--- src/rtl/shift_sequencer.sv ---
// Multi-cycle one-bit-per-clock shifter (LSL/LSR/ASR, optional ROL) with done/err pulses.
// Optional feature macro: SHIFT_SEQ_ROTATE_EN enables op=11 as rotate-left; otherwise op=11 is flagged via err.
module shift_sequencer #(
  parameter int unsigned WIDTH = 16,
  parameter int unsigned CNT_W = 5
) (
  input  logic             clk,
  input  logic             rst,
  input  logic             start,
  input  logic [1:0]       op,
  input  logic [WIDTH-1:0] A,
  input  logic [WIDTH-1:0] B,
  output logic             busy,
  output logic             done,
  output logic [WIDTH-1:0] Y,
  output logic             OF,
  output logic             err
);

  localparam logic [1:0] OP_LSL = 2'b00;
  localparam logic [1:0] OP_LSR = 2'b01;
  localparam logic [1:0] OP_ASR = 2'b10;
  localparam logic [1:0] OP_ROL = 2'b11;

  typedef enum logic [1:0] {
    IDLE  = 2'b00,
    SHIFT = 2'b01,
    DONE  = 2'b10
  } state_t;

  state_t             r_state;
  state_t             w_state_nxt;
  logic [WIDTH-1:0]   r_y;
  logic [WIDTH-1:0]   w_y_nxt;
  logic [CNT_W-1:0]   r_cnt;
  logic [CNT_W-1:0]   w_cnt_nxt;
  logic [1:0]         r_op;
  logic [1:0]         w_op_nxt;
  logic               r_sign;
  logic               w_sign_nxt;
  logic               r_of;
  logic               w_of_nxt;
  logic               r_err;
  logic               w_err_nxt;
  logic               r_busy;
  logic               r_done;
  logic [WIDTH-1:0]   w_step;
  logic [CNT_W-1:0]   w_n;
  logic               w_unsup;
  logic               w_unused_b;

  assign w_n        = B[CNT_W-1:0];
  assign w_unused_b = ^B[WIDTH-1:CNT_W];

`ifdef SHIFT_SEQ_ROTATE_EN
  assign w_unsup = 1'b0;
`else
  assign w_unsup = (op == OP_ROL);
`endif

  // One-bit step applied to the working result each SHIFT cycle
  always_comb begin
    w_step = r_y;
    case (r_op)
      OP_LSL:  w_step = {r_y[WIDTH-2:0], 1'b0};
      OP_LSR:  w_step = {1'b0, r_y[WIDTH-1:1]};
      OP_ASR:  w_step = {r_y[WIDTH-1], r_y[WIDTH-1:1]};
`ifdef SHIFT_SEQ_ROTATE_EN
      OP_ROL:  w_step = {r_y[WIDTH-2:0], r_y[WIDTH-1]};
`else
      OP_ROL:  w_step = r_y;
`endif
      default: w_step = r_y;
    endcase
  end

  // Next-state and next-register logic
  always_comb begin
    w_state_nxt = r_state;
    w_y_nxt     = r_y;
    w_cnt_nxt   = r_cnt;
    w_op_nxt    = r_op;
    w_sign_nxt  = r_sign;
    w_of_nxt    = r_of;
    w_err_nxt   = 1'b0;
    case (r_state)
      IDLE, DONE: begin
        if (start) begin
          w_y_nxt    = A;
          w_op_nxt   = op;
          w_sign_nxt = A[WIDTH-1];
          w_cnt_nxt  = w_n;
          w_of_nxt   = 1'b0;
          if (w_unsup) begin
            w_err_nxt   = 1'b1;
            w_state_nxt = DONE;
          end else if (w_n != '0) begin
            w_state_nxt = SHIFT;
          end else begin
            w_state_nxt = DONE;
          end
        end else if (r_state == DONE) begin
          w_state_nxt = IDLE;
        end
      end
      SHIFT: begin
        w_y_nxt   = w_step;
        w_cnt_nxt = CNT_W'(r_cnt - CNT_W'(1));
        if (r_cnt == CNT_W'(1)) begin
          w_state_nxt = DONE;
          w_of_nxt    = r_sign ^ w_step[WIDTH-1];
        end
      end
      default: w_state_nxt = IDLE;
    endcase
  end

  always_ff @(posedge clk or posedge rst) begin
    if (rst) begin
      r_state <= IDLE;
      r_y     <= '0;
      r_cnt   <= '0;
      r_op    <= OP_LSL;
      r_sign  <= 1'b0;
      r_of    <= 1'b0;
      r_err   <= 1'b0;
      r_busy  <= 1'b0;
      r_done  <= 1'b0;
    end else begin
      r_state <= w_state_nxt;
      r_y     <= w_y_nxt;
      r_cnt   <= w_cnt_nxt;
      r_op    <= w_op_nxt;
      r_sign  <= w_sign_nxt;
      r_of    <= w_of_nxt;
      r_err   <= w_err_nxt;
      r_busy  <= (w_state_nxt == SHIFT);
      r_done  <= (w_state_nxt == DONE);
    end
  end

  assign busy = r_busy;
  assign done = r_done;
  assign Y    = r_y;
  assign OF   = r_of;
  assign err  = r_err;

endmodule
--- config.mk ---
export PLATFORM = sky130hd
export DESIGN_NAME = shift_sequencer
export DESIGN_NICKNAME = d
export VERILOG_FILES = /design/src/rtl/shift_sequencer.sv
export SDC_FILE = /design/constraint.sdc
export NUM_CORES = 1
export LEC_CHECK = 0
export ABC_CLOCK_PERIOD_IN_PS = 2300
export CAP_MARGIN = 20
export CORE_ASPECT_RATIO = 1.4
export CORE_MARGIN = 2
export CORE_UTILIZATION = 32
export DETAILED_ROUTE_END_ITERATION = 8
export PLACE_DENSITY = 0.63
export SLEW_MARGIN = 20
export SYNTH_ARGS = -nofsm -noshare
export SYNTH_HDL_FRONTEND = slang
export SYNTH_SLANG_ARGS = --single-unit
--- constraint.sdc ---
create_clock -name clk -period 2.3 [get_ports clk]
set_input_delay 0.69 -clock clk [delete_from_list [all_inputs] [get_ports clk]]
set_output_delay 0.69 -clock clk [all_outputs]
set_load 0.005 [all_outputs]
==> results of run 1 <==
[stage by stage]
| stage | total power, mW | setup slack [ns] |
|---|---|---|
| 2_1_floorplan | 2.21 | 0.642 |
| 3_3_place_gp | 2.79 | 0.122 |
| 3_5_place_dp | 2.83 | 0.134 |
| 4_1_cts | 3.35 | 0.348 |
| 5_1_grt | 3.58 | 0.221 |
| 6_report | 3.31 | 0.378 |
[placed cells by master (no fill, tap or decap), types with 2 or more instances in the layout]
cell type	count
nor2b_1	3
buf_4	7
a221o_1	4
and3b_1	2
o31ai_1	15
nor2_1	21
inv_1	5
nor3_1	2
dfrtp_1	30
a22o_1	3
clkdlybuf4s50_1	45
ha_1	2
nand2_1	10
clkbuf_8	8
nand2b_1	2
o211ai_1	14
a221oi_1	14
o22ai_1	2
mux2_2	5
[registers in the layout, indices dropped and copies added, names as in the netlist]
| register | flops |
|---|---|
| Y | 16 |
| r_cnt | 5 |
| r_op | 2 |
| r_state | 2 |
| OF | 1 |
| busy | 1 |
| done | 1 |
| err | 1 |
| r_sign | 1 |
[worst max path at each step]
stage	startpoint	to	depth (start not counted)
2_1_floorplan	B[1]	busy	3
3_3_place_gp	B[1]	busy	4
3_5_place_dp	B[1]	busy	4
4_1_cts	Y[15]	Y[15]	1
5_1_grt	r_op[1]	Y[1]	3
6_report	Y[11]	Y[11]	1
[cell families after synthesis]
logic type	share of synthesized area, %
AO/OA/AOI/OAI	28.9
XOR/XNOR	0.522
adder cells (fa/ha/maj)	1.49
buffers and inverters	6.26
flip-flops	44.7
multiplexers	3.95
AND/OR/NAND/NOR	14.1
[worst min-delay path: stages, from the launching register on]
cell and delay, ns:
dfrtp_1 0.35, nand2_1 0.06, nand2_1 0.06
[power breakdown]
part	internal (mW)	switching, mW	total (mW)
logic	0.914	0.824	1.74
clock network	0.302	0.197	0.499
registers	0.786	0.283	1.07
total	2.00	1.30	3.31
[layout make-up]
class | instances | area (um^2)
Fill cell | 528 | 2830
Multi-Input combinational cell | 116 | 822
Sequential cell | 30 | 751
Timing Repair Buffer | 52 | 503
Clock buffer | 8 | 110
Tap cell | 66 | 82.6
Inverter | 5 | 18.8
[metal layers]
metal / share of wire [%] / GRT usage, %
met4: 1.9 / 7.01
met5: 0 / 0
met1: 44 / 20.3
met2: 48 / 25.8
met3: 5.7 / 4.49
[cell usage after synthesis]
master	n	area (um^2)
a21oi_1	1	5.00
nand2_1	10	37.5
buf_2	3	15.0
nand2b_1	2	12.5
o221a_2	1	11.3
o21ai_1	1	5.00
nor4b_2	1	15.0
o31ai_1	15	113
ha_1	2	25.0
nor2_1	21	78.8
nand3_1	1	5.00
a221o_1	4	40.0
xor2_1	1	8.76
inv_1	5	18.8
a311oi_1	1	8.76
or4_1	1	7.51
nor2b_1	3	18.8
and2_4	1	8.76
and3b_1	2	17.5
buf_6	3	33.8
or3b_1	1	8.76
o211ai_1	14	105
o22ai_1	2	12.5
and4_1	1	8.76
o21ai_0	1	5.00
nor3_1	2	10.0
mux2_2	5	56.3
mux2i_1	1	10.0
a221oi_1	14	123
dfrtp_1	30	751
a211o_1	1	8.76
buf_4	1	7.51
buf_1	1	3.75
nor3b_1	1	7.51
o21a_4	1	15.0
clkbuf_1	7	26.3
a21boi_0	1	7.51
a22o_1	3	26.3
==> flow_summary.html, run 1 <==
<table>
<tr><th>Metric</th><th>Value</th></tr>
<tr><th colspan="2">Route</th></tr>
<tr><td>Via/cell ratio</td><td>about 5.4</td></tr>
<tr><td>Routed via count</td><td>1,506</td></tr>
<tr><td>Post-Route WL</td><td>4250 um</td></tr>
<tr><td>DRC violation count after routing</td><td>0</td></tr>
<tr><td>Initial drt markers</td><td>142</td></tr>
<tr><td>Remaining antenna violation count after routing</td><td>0</td></tr>
<tr><td>Detailed-router iteration count before antenna repair</td><td>4</td></tr>
<tr><td>Wirelength per Cell</td><td>approximately 15 um</td></tr>
<tr><th colspan="2">Clock tree</th></tr>
<tr><td>Number of sinks on the clock net</td><td>30</td></tr>
<tr><td>TritonCTS clock tree</td><td>built</td></tr>
<tr><td>Number of buffers inserted to repair setup after CTS</td><td>0</td></tr>
<tr><td>Max Buffers Root-to-Sink</td><td>2</td></tr>
<tr><td>Clock latency of the later-clocked register in the worst-skew pair</td><td>between 0.2 and 0.3 ns</td></tr>
<tr><td>Depth of the CTS H-tree</td><td>2</td></tr>
<tr><td>Root Buffer Master</td><td>clkbuf_8</td></tr>
<tr><td>Clock-pin transition on the worst setup and hold timing paths</td><td>~0.070 ns</td></tr>
<tr><td>Number of buffers inserted during clock tree synthesis</td><td>5</td></tr>
<tr><td>Number of hold buffers added after CTS</td><td>0</td></tr>
<tr><td>Post-CTS sizing</td><td>0</td></tr>
<tr><th colspan="2">Critical path</th></tr>
<tr><td>Highest cell delay on the worst timing path</td><td>0.53 ns</td></tr>
<tr><td>Cell family with most CP delay</td><td>buffers and inverters</td></tr>
<tr><td>FF-to-FF path depth</td><td>3</td></tr>
<tr><td>WS Path Type</td><td>flop to output port</td></tr>
<tr><td>Worst path cell trace</td><td>clkdlybuf4s50_1</td></tr>
<tr><td>Register-to-Register Setup Slack</td><td>approximately 0.4 ns</td></tr>
<tr><td>Reg-to-Reg Start</td><td>r_op[1]</td></tr>
<tr><td>Type of origin of the critical path</td><td>flop</td></tr>
<tr><td>Worst EP required</td><td>between 1.5 and 2 ns</td></tr>
<tr><td>Biggest fanout along the worst timing path</td><td>5</td></tr>
<tr><td>Critical path buffers and inverters</td><td>1</td></tr>
<tr><td>Arrival time at the worst endpoint</td><td>about 1.2 ns</td></tr>
<tr><td>Endpoint of the most critical register-to-register path</td><td>Y[1]</td></tr>
<tr><td>Worst Setup End Kind</td><td>output port</td></tr>
<tr><td>Slowest library cell on the worst path</td><td>clkdlybuf4s50_1</td></tr>
<tr><th colspan="2">Power and ir drop</th></tr>
<tr><td>Cell leakage power</td><td>around 0.9 nW</td></tr>
<tr><td>Power per unit of standard cell area</td><td>1450 nW/um^2</td></tr>
<tr><td>Max VDD drop</td><td>around 0.52 mV</td></tr>
<tr><th colspan="2">Timing</th></tr>
<tr><td>Clock period minus final worst setup slack</td><td>~1.9 ns</td></tr>
<tr><td>Transition time at the pin with the least slew margin</td><td>0.889 ns</td></tr>
<tr><td>RSZ-0062 raised after global routing</td><td>false</td></tr>
<tr><td>Setup Total Neg Slack</td><td>0 ns</td></tr>
<tr><td>Final hold vios</td><td>0</td></tr>
<tr><td>Share of the clock period used by the worst path</td><td>a little over four fifths</td></tr>
<tr><td>Endpoints failing setup</td><td>0</td></tr>
<tr><td>Worst max-slew margin expressed relative to the limit</td><td>about two fifths</td></tr>
<tr><td>Worst clock skew on the final layout</td><td>between 0.006 and 0.007 ns</td></tr>
<tr><td>WHS</td><td>roughly 0.50 ns</td></tr>
<tr><td>Upper clock frequency limit</td><td>520 MHz</td></tr>
<tr><td>Pins over their slew limit</td><td>0</td></tr>
<tr><th colspan="2">Global routing</th></tr>
<tr><td>Total congestion overflow</td><td>0</td></tr>
<tr><td>Pin count of the biggest net entering global routing</td><td>31</td></tr>
<tr><td>Number of antenna violations at the first check in global routing</td><td>0</td></tr>
<tr><td>Wire length of the first global-routing pass</td><td>a little over 7000 um</td></tr>
<tr><td>Overall routing resource usage</td><td>between 10% and 20%</td></tr>
<tr><td>Vias in the first global route</td><td>approximately 1,400</td></tr>
<tr><th colspan="2">Floorplan</th></tr>
<tr><td>I/O Pins</td><td>57</td></tr>
<tr><td>Total number of placement rows</td><td>31</td></tr>
<tr><td>Vertical die dimension</td><td>between 80 and 90 um</td></tr>
<tr><td>Die Footprint</td><td>about 6000 um^2</td></tr>
<tr><td>Starting density of the core</td><td>between 30% and 40%</td></tr>
<tr><td>Die W</td><td>65.2 um</td></tr>
<tr><td>Placeable core region</td><td>just over 5000 um^2</td></tr>
<tr><th colspan="2">Placement</th></tr>
<tr><td>Number of I/O port buffers</td><td>45</td></tr>
<tr><td>Area after detailed placement</td><td>2180 um^2</td></tr>
<tr><td>Number of cells in the design after placement</td><td>roughly 270</td></tr>
<tr><td>Final weighted congestion in routability-driven placement</td><td>around 0.81</td></tr>
<tr><td>Detailed-placement wirelength estimate</td><td>around 2900 um</td></tr>
<tr><th colspan="2">Min path</th></tr>
<tr><td>End point of the most critical hold path</td><td>r_sign</td></tr>
<tr><td>Launch point of the worst hold path</td><td>r_sign</td></tr>
<tr><td>Count of cells along the worst hold path</td><td>2</td></tr>
<tr><td>Hold Crit Class</td><td>flop to flop</td></tr>
<tr><th colspan="2">Cells and area</th></tr>
<tr><td>Layout Cell Area excl Fill</td><td>roughly 2300 um^2</td></tr>
<tr><td>Post-synthesis to final-layout area growth</td><td>36.3%</td></tr>
<tr><td>Total inserted antenna cells</td><td>0</td></tr>
<tr><td>Number of standard cells in the layout, taps in and fillers out</td><td>~280</td></tr>
<tr><td>Number of nets in the layout</td><td>249</td></tr>
<tr><td>Core occupancy in the finished layout</td><td>roughly 45%</td></tr>
<tr><td>Fraction of final layout cells with drive strength greater than 1</td><td>a little under an eighth</td></tr>
<tr><th colspan="2">Yosys</th></tr>
<tr><td>Synthesized instance count</td><td>166</td></tr>
<tr><td>Distinct cell type count after synthesis</td><td>38</td></tr>
<tr><td>Sequential cell area fraction in the yosys report</td><td>44.7%</td></tr>
<tr><td>Synthesized area per cell</td><td>around 10 um^2</td></tr>
<tr><td>Summed instance area of the synthesized netlist</td><td>1680 um^2</td></tr>
<tr><td>Number of synthesized register bits</td><td>30</td></tr>
<tr><td>Net count of the mapped netlist</td><td>approximately 200</td></tr>
<tr><td>Number of warnings printed during yosys synthesis</td><td>0</td></tr>
<tr><th colspan="2">Status</th></tr>
<tr><td>Result of the run</td><td>finished clean</td></tr>
<tr><th colspan="2">Run</th></tr>
<tr><td>Max-cap violations</td><td>0</td></tr>
</table>
Power figures use the tool's default switching activity.
==> run 2: changes to the inputs <==
Settings changed: ABC_CLOCK_PERIOD_IN_PS 2300 to 1700, PLACE_DENSITY 0.63 to 0.65.
Clock period 2.3 ns to 1.7 ns, I/O delays scaled along.
==> flow_summary.html, run 2 (synthesized netlist as in run 1, its figures left out) <==
<table>
<tr><th>Metric</th><th>Value</th></tr>
<tr><th colspan="2">Status</th></tr>
<tr><td>Result of the run</td><td>finished clean</td></tr>
<tr><th colspan="2">Run</th></tr>
<tr><td>Max-cap violations</td><td>0 (unchanged)</td></tr>
<tr><th colspan="2">Route</th></tr>
<tr><td>Detail Route met2 WL</td><td>2420 um (+18%)</td></tr>
<tr><td>Wirelength per Cell</td><td>14.9 um (-2.9%)</td></tr>
<tr><td>Post-Route WL</td><td>4580 um (+7.9%)</td></tr>
<tr><td>Initial drt markers</td><td>83 (-42%)</td></tr>
<tr><td>Met1 Routed Length</td><td>1930 um (+3.2%)</td></tr>
<tr><td>Routed via count</td><td>1,628 (+8.1%)</td></tr>
<tr><td>Remaining antenna violation count after routing</td><td>0 (unchanged)</td></tr>
<tr><td>Highest metal layer used by the detailed router</td><td>met4</td></tr>
<tr><td>Routed length on met3</td><td>193 um (-21%)</td></tr>
<tr><td>Detailed-router iteration count before antenna repair</td><td>5 (+1)</td></tr>
<tr><td>DRC violation count after routing</td><td>0 (unchanged)</td></tr>
<tr><td>Via/cell ratio</td><td>5.29 (-2.8%)</td></tr>
<tr><th colspan="2">Timing</th></tr>
<tr><td>Upper clock frequency limit</td><td>between 500 and 600 MHz</td></tr>
<tr><td>RSZ-0062 raised after global routing</td><td>false</td></tr>
<tr><td>Share of the clock period used by the worst path</td><td>between 90% and 100%</td></tr>
<tr><td>Worst clock skew on the final layout</td><td>0.00678 ns (+0.000516 ns)</td></tr>
<tr><td>Final hold vios</td><td>0 (unchanged)</td></tr>
<tr><td>Final Worst Setup Slack</td><td>0.0308 ns (-0.347 ns)</td></tr>
<tr><td>Clock period minus final worst setup slack</td><td>about 1.7 ns</td></tr>
<tr><td>Worst max-slew margin expressed relative to the limit</td><td>62.5% (+22 points)</td></tr>
<tr><td>Setup Total Neg Slack</td><td>0 ns (unchanged)</td></tr>
<tr><td>Endpoints failing setup</td><td>0 (unchanged)</td></tr>
<tr><td>Pins over their slew limit</td><td>0 (unchanged)</td></tr>
<tr><td>Transition time at the pin with the least slew margin</td><td>0.562 ns (-0.327 ns)</td></tr>
<tr><th colspan="2">Clock tree</th></tr>
<tr><td>Clock latency of the later-clocked register in the worst-skew pair</td><td>0.28 ns (about the same)</td></tr>
<tr><td>Number of sinks on the clock net</td><td>30 (unchanged)</td></tr>
<tr><td>Max Buffers Root-to-Sink</td><td>2 (unchanged)</td></tr>
<tr><td>TritonCTS clock tree</td><td>built</td></tr>
<tr><td>Depth of the CTS H-tree</td><td>2 (unchanged)</td></tr>
<tr><td>Clock-pin transition on the worst setup and hold timing paths</td><td>0.06 ns (about the same)</td></tr>
<tr><td>Root Buffer Master</td><td>clkbuf_8</td></tr>
<tr><td>Number of buffers inserted during clock tree synthesis</td><td>5 (unchanged)</td></tr>
<tr><td>Number of hold buffers added after CTS</td><td>0 (unchanged)</td></tr>
<tr><th colspan="2">Critical path</th></tr>
<tr><td>Worst Setup End Kind</td><td>output port</td></tr>
<tr><td>Reg-to-Reg Start</td><td>r_op[1]</td></tr>
<tr><td>Cell family with most CP delay</td><td>buffers and inverters</td></tr>
<tr><td>Highest cell delay on the worst timing path</td><td>0.51 ns (-0.02 ns)</td></tr>
<tr><td>Arrival time at the worst endpoint</td><td>1.16 ns (-0.07 ns)</td></tr>
<tr><td>Type of origin of the critical path</td><td>flop</td></tr>
<tr><td>FF-to-FF path depth</td><td>5 (+2)</td></tr>
<tr><td>Biggest fanout along the worst timing path</td><td>2 (-3)</td></tr>
<tr><td>Critical path depth in cells</td><td>1 (unchanged)</td></tr>
<tr><td>Register-to-Register Setup Slack</td><td>0.17 ns (-0.23 ns)</td></tr>
<tr><td>Worst EP required</td><td>1.19 ns (-0.42 ns)</td></tr>
<tr><td>Start point of the critical path</td><td>OF</td></tr>
<tr><td>WS Path Type</td><td>flop to output port</td></tr>
<tr><td>Critical path buffers and inverters</td><td>1 (unchanged)</td></tr>
<tr><td>Worst path cell trace</td><td>clkdlybuf4s50_1</td></tr>
<tr><td>Endpoint of the most critical register-to-register path</td><td>Y[5]</td></tr>
<tr><td>Capture point of the worst path</td><td>OF</td></tr>
<tr><td>Slowest library cell on the worst path</td><td>clkdlybuf4s50_1</td></tr>
<tr><th colspan="2">Floorplan</th></tr>
<tr><td>Vertical die dimension</td><td>89.7 um (unchanged)</td></tr>
<tr><td>Die Footprint</td><td>5850 um^2 (unchanged)</td></tr>
<tr><td>Die W</td><td>65.2 um (unchanged)</td></tr>
<tr><td>Placeable core region</td><td>5120 um^2 (unchanged)</td></tr>
<tr><td>Total number of placement rows</td><td>31 (unchanged)</td></tr>
<tr><td>Starting density of the core</td><td>32.8% (unchanged)</td></tr>
<tr><td>I/O Pins</td><td>57 (unchanged)</td></tr>
<tr><th colspan="2">Power and ir drop</th></tr>
<tr><td>Power consumption</td><td>5.05 mW (+53%)</td></tr>
<tr><td>Max VDD drop</td><td>0.798 mV (+53%)</td></tr>
<tr><td>Power per unit of standard cell area</td><td>1970 nW/um^2 (+36%)</td></tr>
<tr><td>Cell leakage power</td><td>1.12 nW (+22%)</td></tr>
<tr><th colspan="2">Cells and area</th></tr>
<tr><td>Post-synthesis to final-layout area growth</td><td>52.8%</td></tr>
<tr><td>Core occupancy in the finished layout</td><td>50.1% (+5.4 points)</td></tr>
<tr><td>Max FFs per register</td><td>16 (unchanged)</td></tr>
<tr><td>Number of nets in the layout</td><td>280 (+12%)</td></tr>
<tr><td>Commonest non-fill, non-tap cell in the layout</td><td>clkdlybuf4s50_1</td></tr>
<tr><td>Commonest non-fill, non-tap cells in the layout</td><td>clkdlybuf4s50_1 (41), buf_4 (36), dfrtp_1 (30)</td></tr>
<tr><td>Number of standard cells in the layout, taps in and fillers out</td><td>308 (+11%)</td></tr>
<tr><td>Fraction of final layout cells with drive strength greater than 1</td><td>24.0% (+13 points)</td></tr>
<tr><td>Total inserted antenna cells</td><td>0 (unchanged)</td></tr>
<tr><td>FILL cells</td><td>499 (-5.5%)</td></tr>
<tr><th colspan="2">Global routing</th></tr>
<tr><td>Pin count of the biggest net entering global routing</td><td>31 (unchanged)</td></tr>
<tr><td>Vias in the first global route</td><td>1,595 (+10%)</td></tr>
<tr><td>Wire length of the first global-routing pass</td><td>7380 um (+2.5%)</td></tr>
<tr><td>Total congestion overflow</td><td>0 (unchanged)</td></tr>
<tr><td>Number of antenna violations at the first check in global routing</td><td>0 (unchanged)</td></tr>
<tr><td>Overall routing resource usage</td><td>16.3% (+0.26 points)</td></tr>
<tr><th colspan="2">Placement</th></tr>
<tr><td>Final weighted congestion in routability-driven placement</td><td>0.743 (-8.3%)</td></tr>
<tr><td>Post-placement setup slack</td><td>-0.301 ns (-0.435 ns)</td></tr>
<tr><td>Number of cells in the design after placement</td><td>283 (+5.2%)</td></tr>
<tr><td>Detailed-placement wirelength estimate</td><td>3200 um (+10%)</td></tr>
<tr><td>Number of I/O port buffers</td><td>45 (unchanged)</td></tr>
<tr><th colspan="2">Min path</th></tr>
<tr><td>Hold Crit Class</td><td>flop to flop</td></tr>
<tr><td>Count of cells along the worst hold path</td><td>2 (unchanged)</td></tr>
</table>
## run 2: changes by cell type in the layout (fill, tap and decap cells not counted), sizes merged
cell	previous run	this run
clkbuf	8	5
clkinv	0	2
clkdlybuf4s50	45	41
dlymetal6s2s	0	3
buf	7	38
bufinv	0	1
dlygate4sd2	0	1
## run 2: what timing repair did
item | 4_1_cts | 5_1_grt
hold endpoints to repair | 0 | 0
resized for setup | 4 | 3
gates cloned | 0 | 0
buffers inserted | 13 | 4
setup endpoints to repair | 16 | 6
## run 2: worst min-delay path by stage
stage                       from     end  slack, ns
after CTS                 r_sign  r_sign       0.52
final                     r_sign  r_sign       0.51
after floorplan           r_sign  r_sign       0.45
after detailed placement  r_sign  r_sign       0.50
after global routing      r_sign  r_sign       0.57
after global placement    r_sign  r_sign       0.47
## run 2: layout make-up
type	instances	area (um^2)	share of cell area (%)
Inverter	5	18.8	0.732
Sequential cell	30	751	29.3
Tap cell	66	82.6	3.22
Clock inverter	3	40.0	1.56
Clock buffer	5	68.8	2.68
Timing Repair Buffer	83	767	29.9
Multi-Input combinational cell	116	836	32.6
## run 2: stage by stage
step	cell area (um^2)	hold slack, ns
6_report	2560	0.511
2_1_floorplan	1680	0.454
3_5_place_dp	2310	0.501
3_3_place_gp	2310	0.473
4_1_cts	2530	0.518
5_1_grt	2560	0.565
## run 2: where the power goes
group	switching, mW	internal, mW	total (mW)
sequential	0.234	1.06	1.30
clock	0.273	0.431	0.704
combinational	1.39	1.66	3.05
total	1.90	3.15	5.05
## run 2: per-layer routing
layer | global-route usage (%) | vias up
li1 | - | 789
met1 | 18.8 | 794
met2 | 30.4 | 41
met3 | 3.62 | 4
met4 | 4.55 | 0
met5 | 0 | -
==> run 3: changes to the inputs <==
Settings changed: CTS_CLUSTER_SIZE from default to 8, SETUP_SLACK_MARGIN from default to 0.5.
==> flow_summary.html, run 3 (synthesized netlist as in run 1, its figures left out) <==
<table>
<tr><th>Metric</th><th>Value</th></tr>
<tr><th colspan="2">Timing</th></tr>
<tr><td>Share of the clock period used by the worst path</td><td>85.3% (-13 points)</td></tr>
<tr><td>Upper clock frequency limit</td><td>690 MHz (+15%)</td></tr>
<tr><td>Transition time at the pin with the least slew margin</td><td>0.396 ns (-0.166 ns)</td></tr>
<tr><td>Worst clock skew on the final layout</td><td>0.00414 ns (-0.00264 ns)</td></tr>
<tr><td>Worst max-slew margin expressed relative to the limit</td><td>73.6% (+11 points)</td></tr>
<tr><td>Pins over their slew limit</td><td>0 (unchanged)</td></tr>
<tr><td>Final hold vios</td><td>0 (unchanged)</td></tr>
<tr><td>Clock period minus final worst setup slack</td><td>1.45 ns (-0.220 ns)</td></tr>
<tr><td>RSZ-0062 raised after global routing</td><td>true</td></tr>
<tr><td>Final Worst Setup Slack</td><td>0.250 ns (+0.220 ns)</td></tr>
<tr><td>Endpoints failing setup</td><td>0 (unchanged)</td></tr>
<tr><th colspan="2">Global routing</th></tr>
<tr><td>Wire length of the first global-routing pass</td><td>8620 um (+17%)</td></tr>
<tr><td>Routing usage on met3</td><td>4.49% (+0.87 points)</td></tr>
<tr><td>GRT busiest layer</td><td>met2</td></tr>
<tr><td>Vias in the first global route</td><td>1,809 (+13%)</td></tr>
<tr><td>Overall routing resource usage</td><td>19.4% (+3.0 points)</td></tr>
<tr><td>Grt met1 use</td><td>21.9% (+3.1 points)</td></tr>
<tr><td>Total congestion overflow</td><td>0 (unchanged)</td></tr>
<tr><td>Number of antenna violations at the first check in global routing</td><td>0 (unchanged)</td></tr>
<tr><td>Pin count of the biggest net entering global routing</td><td>31 (unchanged)</td></tr>
<tr><td>Met2 Usage GRT</td><td>35.2% (+4.7 points)</td></tr>
<tr><th colspan="2">Power and ir drop</th></tr>
<tr><td>Combinational power share</td><td>72.6% (+12 points)</td></tr>
<tr><td>Cell leakage power</td><td>1.34 nW (+19%)</td></tr>
<tr><td>Sw Pwr</td><td>2.82 mW (+48%)</td></tr>
<tr><td>Internal Pwr Total</td><td>4.08 mW (+30%)</td></tr>
<tr><td>Sequential power share</td><td>19.4% (-6.3 points)</td></tr>
<tr><td>Max VDD drop</td><td>0.938 mV (+18%)</td></tr>
<tr><td>Power per unit of standard cell area</td><td>2220 nW/um^2 (+13%)</td></tr>
<tr><td>Clock share of power</td><td>7.9% (-6.1 points)</td></tr>
<tr><td>Switch share</td><td>40.9% (+3.3 points)</td></tr>
<tr><th colspan="2">Cells and area</th></tr>
<tr><td>Max FFs per register</td><td>16 (unchanged)</td></tr>
<tr><td>Post-synthesis to final-layout area growth</td><td>85.0%</td></tr>
<tr><td>Commonest non-fill, non-tap cell in the layout</td><td>buf_4</td></tr>
<tr><td>Number of nets in the layout</td><td>303 (+8.2%)</td></tr>
<tr><td>Fraction of final layout cells with drive strength greater than 1</td><td>56.1% (+32 points)</td></tr>
<tr><td>Commonest non-fill, non-tap cells in the layout</td><td>buf_4 (42), dfrtp_1 (25), buf_2 (21)</td></tr>
<tr><td>Core occupancy in the finished layout</td><td>60.6% (+11 points)</td></tr>
<tr><td>Total inserted antenna cells</td><td>0 (unchanged)</td></tr>
<tr><td>Layout Cell Area excl Fill</td><td>3100 um^2 (+21%)</td></tr>
<tr><th colspan="2">Placement</th></tr>
<tr><td>Area after detailed placement</td><td>2420 um^2 (+5.0%)</td></tr>
<tr><td>Number of I/O port buffers</td><td>45 (unchanged)</td></tr>
<tr><td>Final weighted congestion in routability-driven placement</td><td>0.784 (+5.5%)</td></tr>
<tr><td>Post-placement setup slack</td><td>-0.205 ns (+0.0959 ns)</td></tr>
<tr><td>Detailed-placement wirelength estimate</td><td>3210 um (+0.52%)</td></tr>
<tr><th colspan="2">Status</th></tr>
<tr><td>Result of the run</td><td>finished clean</td></tr>
<tr><th colspan="2">Critical path</th></tr>
<tr><td>Biggest fanout along the worst timing path</td><td>3 (+1)</td></tr>
<tr><td>WS Path Type</td><td>flop to flop</td></tr>
<tr><td>Critical path buffers and inverters</td><td>2 (+1)</td></tr>
<tr><td>Worst path cell trace</td><td>buf_12 &gt; xor2_4 &gt; buf_6 &gt; a22o_1 &gt; mux2_2</td></tr>
<tr><td>Slowest library cell on the worst path</td><td>dfrtp_2</td></tr>
<tr><td>Type of origin of the critical path</td><td>flop</td></tr>
<tr><td>Register-to-Register Setup Slack</td><td>0.25 ns (+0.08 ns)</td></tr>
<tr><td>Highest cell delay on the worst timing path</td><td>0.44 ns (-0.07 ns)</td></tr>
<tr><td>Cell family with most CP delay</td><td>flip-flops</td></tr>
<tr><td>Worst EP required</td><td>1.87 ns (+0.68 ns)</td></tr>
<tr><td>Worst Setup End Kind</td><td>flop</td></tr>
<tr><td>Arrival time at the worst endpoint</td><td>1.62 ns (+0.46 ns)</td></tr>
<tr><th colspan="2">Clock tree</th></tr>
<tr><td>Number of sinks on the clock net</td><td>30 (unchanged)</td></tr>
<tr><td>Number of buffers inserted during clock tree synthesis</td><td>5 (unchanged)</td></tr>
<tr><td>Number of hold buffers added after CTS</td><td>0 (unchanged)</td></tr>
<tr><td>Max Buffers Root-to-Sink</td><td>2 (unchanged)</td></tr>
<tr><td>Depth of the CTS H-tree</td><td>2 (unchanged)</td></tr>
<tr><td>Clock-pin transition on the worst setup and hold timing paths</td><td>0.06 ns (about the same)</td></tr>
<tr><td>TritonCTS clock tree</td><td>built</td></tr>
<tr><td>Clock latency of the later-clocked register in the worst-skew pair</td><td>0.28 ns (about the same)</td></tr>
<tr><td>Root Buffer Master</td><td>clkbuf_8</td></tr>
<tr><th colspan="2">Route</th></tr>
<tr><td>Remaining antenna violation count after routing</td><td>0 (unchanged)</td></tr>
<tr><td>DRC violation count after routing</td><td>0 (unchanged)</td></tr>
<tr><td>Via/cell ratio</td><td>5.46 (+3.3%)</td></tr>
<tr><td>Detailed-router iteration count before antenna repair</td><td>4 (-1)</td></tr>
<tr><td>Routed via count</td><td>1,802 (+11%)</td></tr>
<tr><td>Wirelength per Cell</td><td>16.9 um (+13%)</td></tr>
<tr><td>Initial drt markers</td><td>95 (+14%)</td></tr>
<tr><td>Post-Route WL</td><td>5570 um (+21%)</td></tr>
<tr><th colspan="2">Min path</th></tr>
<tr><td>Hold Crit Class</td><td>flop to flop</td></tr>
<tr><th colspan="2">Floorplan</th></tr>
<tr><td>Placeable core region</td><td>5120 um^2 (unchanged)</td></tr>
<tr><td>I/O Pins</td><td>57 (unchanged)</td></tr>
<tr><td>Starting density of the core</td><td>32.8% (unchanged)</td></tr>
<tr><td>Total number of placement rows</td><td>31 (unchanged)</td></tr>
<tr><td>Vertical die dimension</td><td>89.7 um (unchanged)</td></tr>
<tr><td>Die W</td><td>65.2 um (unchanged)</td></tr>
<tr><td>Die Footprint</td><td>5850 um^2 (unchanged)</td></tr>
<tr><th colspan="2">Run</th></tr>
<tr><td>Max-cap violations</td><td>0 (unchanged)</td></tr>
</table>
## run 3: changes by cell type in the layout (fill, tap and decap cells not counted), moves of 4 or more
cell and delta:
buf_2 +21, clkdlybuf4s50_1 -21, a221oi_1 -14, o31ai_1 -14, o31ai_2 +14, buf_6 +11, a221oi_4 +9, buf_4 +6
a221oi_2 +5, dfrtp_1 -5, dfrtp_2 +5, buf_12 +4
## run 3: timing repair
| item | 4_1_cts | 5_1_grt |
|---|---|---|
| gates resized for setup | 136 | 17 |
| pin swaps | 26 | 12 |
| gates cloned | 1 | 1 |
| setup buffers | 35 | 8 |
| setup endpoints to repair | 50 | 46 |
## run 3: final timing paths
path                          from         end  cells past startpoint
max in group asynchronous      rst  r_state[0]                      3
max                        r_op[0]        Y[0]                      5
min in group asynchronous      rst        Y[3]                      3
min                         r_sign      r_sign                      2
max reg2reg                r_op[0]        Y[0]                      5
min reg2reg                 r_sign      r_sign                      2
## run 3: per-layer routing
metal,part of all wire [%],routed length [um]
met1,38,2110
met2,54,3000
met3,5.0,281
met4,3.2,179
met5,0,0
## run 3: cell type report
class                   count  area (um^2)
well taps                  66         82.6
repair buffers            106          956
fillers                   420         2020
multi-input cells         116         1210
clock buffers               7         76.3
inverters                   5         18.8
flip-flops and latches     30          757
## run 3: power by group through the flow
stage	Combinational, mW	Clock, mW	Sequential, mW
floorplan	2.05	0	1.43
global placement	2.80	0	1.50
detailed placement	2.85	0	1.51
CTS	4.38	0.554	1.33
global route	5.30	0.585	1.37
finish	5.01	0.547	1.34
## run 3: per-stage QoR
step / power, mW / hold slack, ns / instances / TNS, ns
6_report: 6.90 / 0.496 / 330 / 0
5_1_grt: 7.26 / 0.544 / 330 / 0
4_1_cts: 6.26 / 0.496 / 321 / 0
3_5_place_dp: 4.36 / 0.480 / 278 / -1.69
3_3_place_gp: 4.30 / 0.473 / 278 / -1.40
2_1_floorplan: 3.48 / 0.454 / 166 / 0
## run 3: worst register-to-register path, delay by kind of cell (launching register included)
kind,cells,cell delay (ns)
AO/OA/AOI/OAI,1,0.18
XOR/XNOR,1,0.19
buffers and inverters,2,0.28
flip-flops,1,0.44
multiplexers,1,0.26
